`src/rtl/sdram_arbiter.sv`:
```
// Round-robin arbiter sharing one SDRAM controller port between the ROM download writer
// (port 0), CPU ROM fetch (port 1) and tile fetch (port 2); one transaction in flight.
module sdram_arbiter #(
    parameter int ADDR_WIDTH = 23,
    parameter int DATA_WIDTH = 32
) (
    input  logic                  clk,
    input  logic                  reset_n,
    input  logic                  load_active,
    input  logic [2:0]            req,
    input  logic [2:0]            we,
    input  logic [ADDR_WIDTH-1:0] addr0,
    input  logic [ADDR_WIDTH-1:0] addr1,
    input  logic [ADDR_WIDTH-1:0] addr2,
    input  logic [DATA_WIDTH-1:0] din0,
    output logic [2:0]            ack,
    output logic [2:0]            valid,
    output logic [DATA_WIDTH-1:0] dout,
    output logic                  ctrl_req,
    output logic                  ctrl_we,
    output logic [ADDR_WIDTH-1:0] ctrl_addr,
    output logic [DATA_WIDTH-1:0] ctrl_din,
    input  logic                  ctrl_ack,
    input  logic                  ctrl_valid,
    input  logic [DATA_WIDTH-1:0] ctrl_dout
);
    typedef enum logic [1:0] {IDLE, REQ, WAIT} state_t;

    state_t                state_q, state_d;
    logic [1:0]            last_q, last_d;
    logic [1:0]            gnt_q, gnt_d;
    logic                  ctrl_req_q, ctrl_req_d;
    logic                  ctrl_we_q, ctrl_we_d;
    logic [ADDR_WIDTH-1:0] ctrl_addr_q, ctrl_addr_d;
    logic [DATA_WIDTH-1:0] ctrl_din_q, ctrl_din_d;
    logic [DATA_WIDTH-1:0] dout_q, dout_d;
    logic [2:0]            ack_q, ack_d;
    logic [2:0]            valid_q, valid_d;

    logic [2:0]            eligible;
    logic [1:0]            cand1, cand2, pick;

    function automatic logic [1:0] rr_next(input logic [1:0] p);
        return (p == 2'd2) ? 2'd0 : p + 2'd1;
    endfunction

    // A port whose ack is showing this cycle still has its stale req up; skip it.
    assign eligible = req & {~load_active, ~load_active, 1'b1} & ~ack_q;
    assign cand1    = rr_next(last_q);
    assign cand2    = rr_next(cand1);
    assign pick     = eligible[cand1] ? cand1 : (eligible[cand2] ? cand2 : last_q);

    always_comb begin
        state_d     = state_q;
        last_d      = last_q;
        gnt_d       = gnt_q;
        ctrl_req_d  = ctrl_req_q;
        ctrl_we_d   = ctrl_we_q;
        ctrl_addr_d = ctrl_addr_q;
        ctrl_din_d  = ctrl_din_q;
        dout_d      = dout_q;
        ack_d       = 3'b000;
        valid_d     = 3'b000;
        case (state_q)
            IDLE: begin
                if (|eligible) begin
                    gnt_d      = pick;
                    last_d     = pick;
                    ctrl_req_d = 1'b1;
                    ctrl_we_d  = (pick == 2'd0) && we[0];
                    ctrl_din_d = din0;
                    case (pick)
                        2'd1:    ctrl_addr_d = addr1;
                        2'd2:    ctrl_addr_d = addr2;
                        default: ctrl_addr_d = addr0;
                    endcase
                    state_d = REQ;
                end
            end
            REQ: begin
                if (ctrl_ack) begin
                    ctrl_req_d = 1'b0;
                    ack_d      = 3'b001 << gnt_q;
                    if (ctrl_we_q) begin
                        state_d = IDLE;
                    end else if (ctrl_valid) begin
                        // Zero-latency read: data arrives with the accept.
                        dout_d  = ctrl_dout;
                        valid_d = 3'b001 << gnt_q;
                        state_d = IDLE;
                    end else begin
                        state_d = WAIT;
                    end
                end
            end
            WAIT: begin
                if (ctrl_valid) begin
                    dout_d  = ctrl_dout;
                    valid_d = 3'b001 << gnt_q;
                    state_d = IDLE;
                end
            end
            default: state_d = IDLE;
        endcase
    end

    always_ff @(posedge clk or negedge reset_n) begin
        if (!reset_n) begin
            state_q     <= IDLE;
            last_q      <= 2'd2;
            gnt_q       <= 2'd0;
            ctrl_req_q  <= 1'b0;
            ctrl_we_q   <= 1'b0;
            ctrl_addr_q <= '0;
            ctrl_din_q  <= '0;
            dout_q      <= '0;
            ack_q       <= 3'b000;
            valid_q     <= 3'b000;
        end else begin
            state_q     <= state_d;
            last_q      <= last_d;
            gnt_q       <= gnt_d;
            ctrl_req_q  <= ctrl_req_d;
            ctrl_we_q   <= ctrl_we_d;
            ctrl_addr_q <= ctrl_addr_d;
            ctrl_din_q  <= ctrl_din_d;
            dout_q      <= dout_d;
            ack_q       <= ack_d;
            valid_q     <= valid_d;
        end
    end

    assign ack       = ack_q;
    assign valid     = valid_q;
    assign dout      = dout_q;
    assign ctrl_req  = ctrl_req_q;
    assign ctrl_we   = ctrl_we_q;
    assign ctrl_addr = ctrl_addr_q;
    assign ctrl_din  = ctrl_din_q;
endmodule
```
`config.mk`:
```
export PLATFORM = sky130hd
export DESIGN_NAME = sdram_arbiter
export DESIGN_NICKNAME = d
export VERILOG_FILES = /design/src/rtl/sdram_arbiter.sv
export SDC_FILE = /design/constraint.sdc
export NUM_CORES = 1
export LEC_CHECK = 0
export CORE_ASPECT_RATIO = 1.5
export CORE_UTILIZATION = 39
export DETAILED_ROUTE_END_ITERATION = 6
export GPL_TIMING_DRIVEN = 0
export HOLD_SLACK_MARGIN = 0.03
export PLACE_DENSITY = 0.81
export SETUP_SLACK_MARGIN = 0.4
export SLEW_MARGIN = 20
export SYNTH_ARGS = -nofsm -noshare
export SYNTH_HDL_FRONTEND = slang
export SYNTH_SLANG_ARGS = --single-unit
```
`constraint.sdc`:
```
create_clock -name clk -period 2.8 [get_ports clk]
set_input_delay 0.56 -clock clk [delete_from_list [all_inputs] [get_ports clk]]
set_output_delay 0.56 -clock clk [all_outputs]
set_load 0.005 [all_outputs]
```
==> impl_metrics.py <==
metrics = {
    "yosys": {
        "synthMuxAreaShare_pct": 8.59,
        "synth_area_leaders": "dfrtp_1 (57%), nand2_1 (13%), mux2_2 (8.4%)",
        "synth_top_area_share_pct": 57.5,
        "synth_top_area_cell": "dfrtp_1",
        "synth_compound_area_share_pct": 12.0,
        "synthFlopType": "dfrtp_1",
        "synth_cell_types": 34,
        "ys_ff_latch": 100,
        "synth-simple-area-share_pct": 16.3,
        "synth_xor_area_share_pct": 0,
        "syn_avg_cell_area_um2": 10.1,
        "syn_inst": 425,
        "synthAdderAreaFrac_pct": 1.74,
        "synth_top_family_by_area": "simple AND/OR/NAND/NOR gates",
        "synth_nets": 575,
        "async_flop_share_pct": 100,
        "ys_seq_area_share_pct": 58.1,
        "synth_edf_count": 0,
        "ys_warn_count": 0,
        "syn_area_mm2": 0.00431,
    },
    "detailed_routing": {
        "drtAntennaViolNets": 0,
        "routed_wl_mm": 13.5,
        "viasPerCell": 4.97,
        "dr.first_iter.drc_count": 181,
        "route.detailed.drc": 0,
        "met3_length_mm": 1.12,
        "drt-pass1-iter-count": 4,
        "vias": 4129,
        "wl_per_cell_um": 16.3,
        "routed.top_layer": "met4",
        "wl_met2_mm": 7.44,
        "drt-met1-wl_mm": 4.57,
    },
    "worst_setup_path": {
        "cp_slowest_cell": "or4b_4",
        "r2r_slack_ps": 510,
        "critPathLaunchType": "primary input",
        "crit_buf_inv": 4,
        "crit_chain": "dlygate4sd2_1 > or4b_4 > o32a_1 > buf_4 > ha_4 > clkbuf_8 > buf_8 > nand2_1 > o21ai_1 > o21ai_0",
        "reg2reg_depth": 9,
        "path_max_fanout": 10,
        "timing.rr.start": "ack[2]$_DFF_PN0_",
        "crit_type": "primary input to flip-flop",
        "required_ps": 3000,
        "critical_path.max_stage_delay_ps": 490,
        "r2r-end": "ctrl_addr[15]$_DFFE_PN0P_",
        "worst-path-stages": 10,
        "cp.arrival_ps": 2490,
        "critical_path.top_delay_family": "buffers and inverters",
        "worstSetupEndpointType": "flip-flop",
    },
    "global_route": {
        "grt_pass1_vias": 4310,
        "antenna_found_initial": 0,
        "grt_max_degree": 59,
        "grt_pass1_wl_mm": 20.6,
        "grt_use_total_pct": 23.6,
        "grt_overflow_total": 0,
    },
    "timing": {
        "relSlewSlack_pct": 61.8,
        "worst_slew_pin_slew_ps": 573,
        "drv_slew": 0,
        "period_needed_ps": 2290,
        "fin_hold_ws_ps": 136,
        "rsz0062_at_grt": "no",
        "fmax_ghz": 0.436,
        "fin_skew_ps": 8.62,
        "finalCritPeriodShare_pct": 82.0,
        "final_hold_viol_count": 0,
        "setup_viol": 0,
        "setup_tns_ps": 0,
    },
    "cells_and_area": {
        "final_cell_mix": "clkdlybuf4s50_1 (231), nand2_1 (147), dfrtp_1 (99)",
        "n_fill_cell": 763,
        "antennaDiodeCount": 0,
        "drive_gt1_share_pct": 15.6,
        "syn_to_final_growth_pct": 75.1,
        "stdcell_area_mm2": 0.00755,
        "finish.utilization_pct": 70.9,
        "layout.nets": 832,
        "layout_commonest_cell": "clkdlybuf4s50_1",
    },
    "floorplanning": {
        "rows": 46,
        "die_w_um": 87.8,
        "die_h_um": 131,
        "dieArea_mm2": 0.0115,
        "io_pins": 239,
        "initial_core_util_pct": 40.5,
        "coreArea_mm2": 0.0106,
    },
    "clock_network": {
        "insertion_delay_ps": 340,
        "cts_tree": "built",
        "cts_root_buffer": "clkbuf_16",
        "cts_made_buffers": 9,
        "clkSinkCount": 100,
        "clkTransAtPathRegs_ps": 70,
        "clock_path_buffers": 2,
        "cts_max_level": 3,
    },
    "power": {
        "leakagePower_nw": 3.32,
        "ir_worst_vdd_mv": 0.673,
        "p_per_area_mw_per_mm2": 1080,
    },
    "min_path": {
        "hp-class": "primary input to async pin",
    },
    "run": {
        "drv_cap": 0,
    },
    "placement": {
        "io_buffers": 236,
        "placed_cell_area_mm2": 0.00688,
        "dp_hpwl_mm": 10.3,
        "gp_congestion": 0.853,
    },
    "run_status": {
        "status": "finished clean",
    },
}
## worst reg2reg max path, cell delays in order, from the launching register on
cell      delay, ps
dfrtp_1         410
or4b_4          520
o32a_1          230
buf_4           160
ha_4            270
clkbuf_8        160
buf_8           130
nand2_1          60
o21ai_1         100
o21ai_0         110
## registers in the layout (all words and copies together) (netlist names)
| name | count |
|---|---|
| ctrl_we | 1 |
| ack | 3 |
| dout | 32 |
| gnt_q | 1 |
| valid | 3 |
| ctrl_din | 32 |
| state_q | 2 |
| ctrl_addr | 23 |
| last_q | 2 |
| ctrl_req | 1 |
## what timing repair did
action                     CTS  global route
pin swaps                    2             7
buffers inserted             4             3
setup endpoints to repair   23            23
hold buffers                 0             0
resized for setup           68            32
gates cloned                 1             1
## power by group
| part | switching [W] | internal [W] |
|---|---|---|
| sequential | 0.000377 | 0.00215 |
| combinational | 0.00187 | 0.00242 |
| clock | 0.000535 | 0.000789 |
| total | 0.00278 | 0.00536 |
## synthesized netlist by cell type (2+ instances only)
master / n
buf_1: 2
nor3_1: 2
o21ai_0: 38
ha_1: 6
nor3b_2: 2
nand2_1: 147
nor2_1: 8
a22oi_1: 23
inv_1: 7
buf_4: 3
buf_2: 8
mux2_2: 32
nor2b_1: 2
nand2b_1: 5
o21ai_1: 10
o211ai_1: 2
nor4_1: 2
dfrtp_1: 99
clkbuf_1: 12
## kinds of logic after synthesis
kind of cell,after synthesis
mux,33
compound gates,82
buf+inv,32
fa+ha+maj,6
simple gates,172
flops,100
## layer usage
layer	track usage, %	vias up
li1	-	1951
met5	0	-
met3	6.97	27
met1	23.6	1943
met4	9.45	0
met2	44.7	208
## final cells by class
cell class / instances / area [um^2] / area share [%]
sequential: 100 / 2500 / 33.2
timing repair buffer: 246 / 2470 / 32.8
multi-input combinational: 293 / 1800 / 23.9
buffer: 25 / 240 / 3.18
clock buffer: 11 / 233 / 3.08
tap: 144 / 180 / 2.39
clock inverter: 5 / 86.3 / 1.14
inverter: 7 / 26.3 / 0.348
## per-stage QoR
stage	cells	power, W	setup WS, ps
floorplan	425	0.00421	410
global placement	805	0.00613	-2360
detailed placement	806	0.00630	-549
CTS	827	0.00799	399
global route	831	0.00872	411
finish	831	0.00814	505
## worst max path at each step
| stage | start | slack [ps] | end |
|---|---|---|---|
| after floorplan | req[0] | 410 | ctrl_addr[10]$_DFFE_PN0P_ |
| after global placement | reset_n | -2360 | ctrl_din[10]$_DFFE_PN0P_ |
| after detailed placement | load_active | -550 | ctrl_addr[5]$_DFFE_PN0P_ |
| after CTS | req[0] | 400 | ctrl_addr[22]$_DFFE_PN0P_ |
| after global routing | state_q[1]$_DFFE_PN0P_ | 410 | dout[15]$_DFFE_PN0P_ |
| final | req[2] | 510 | ctrl_addr[15]$_DFFE_PN0P_ |
Note: power is estimated with default switching activity, not from simulation.
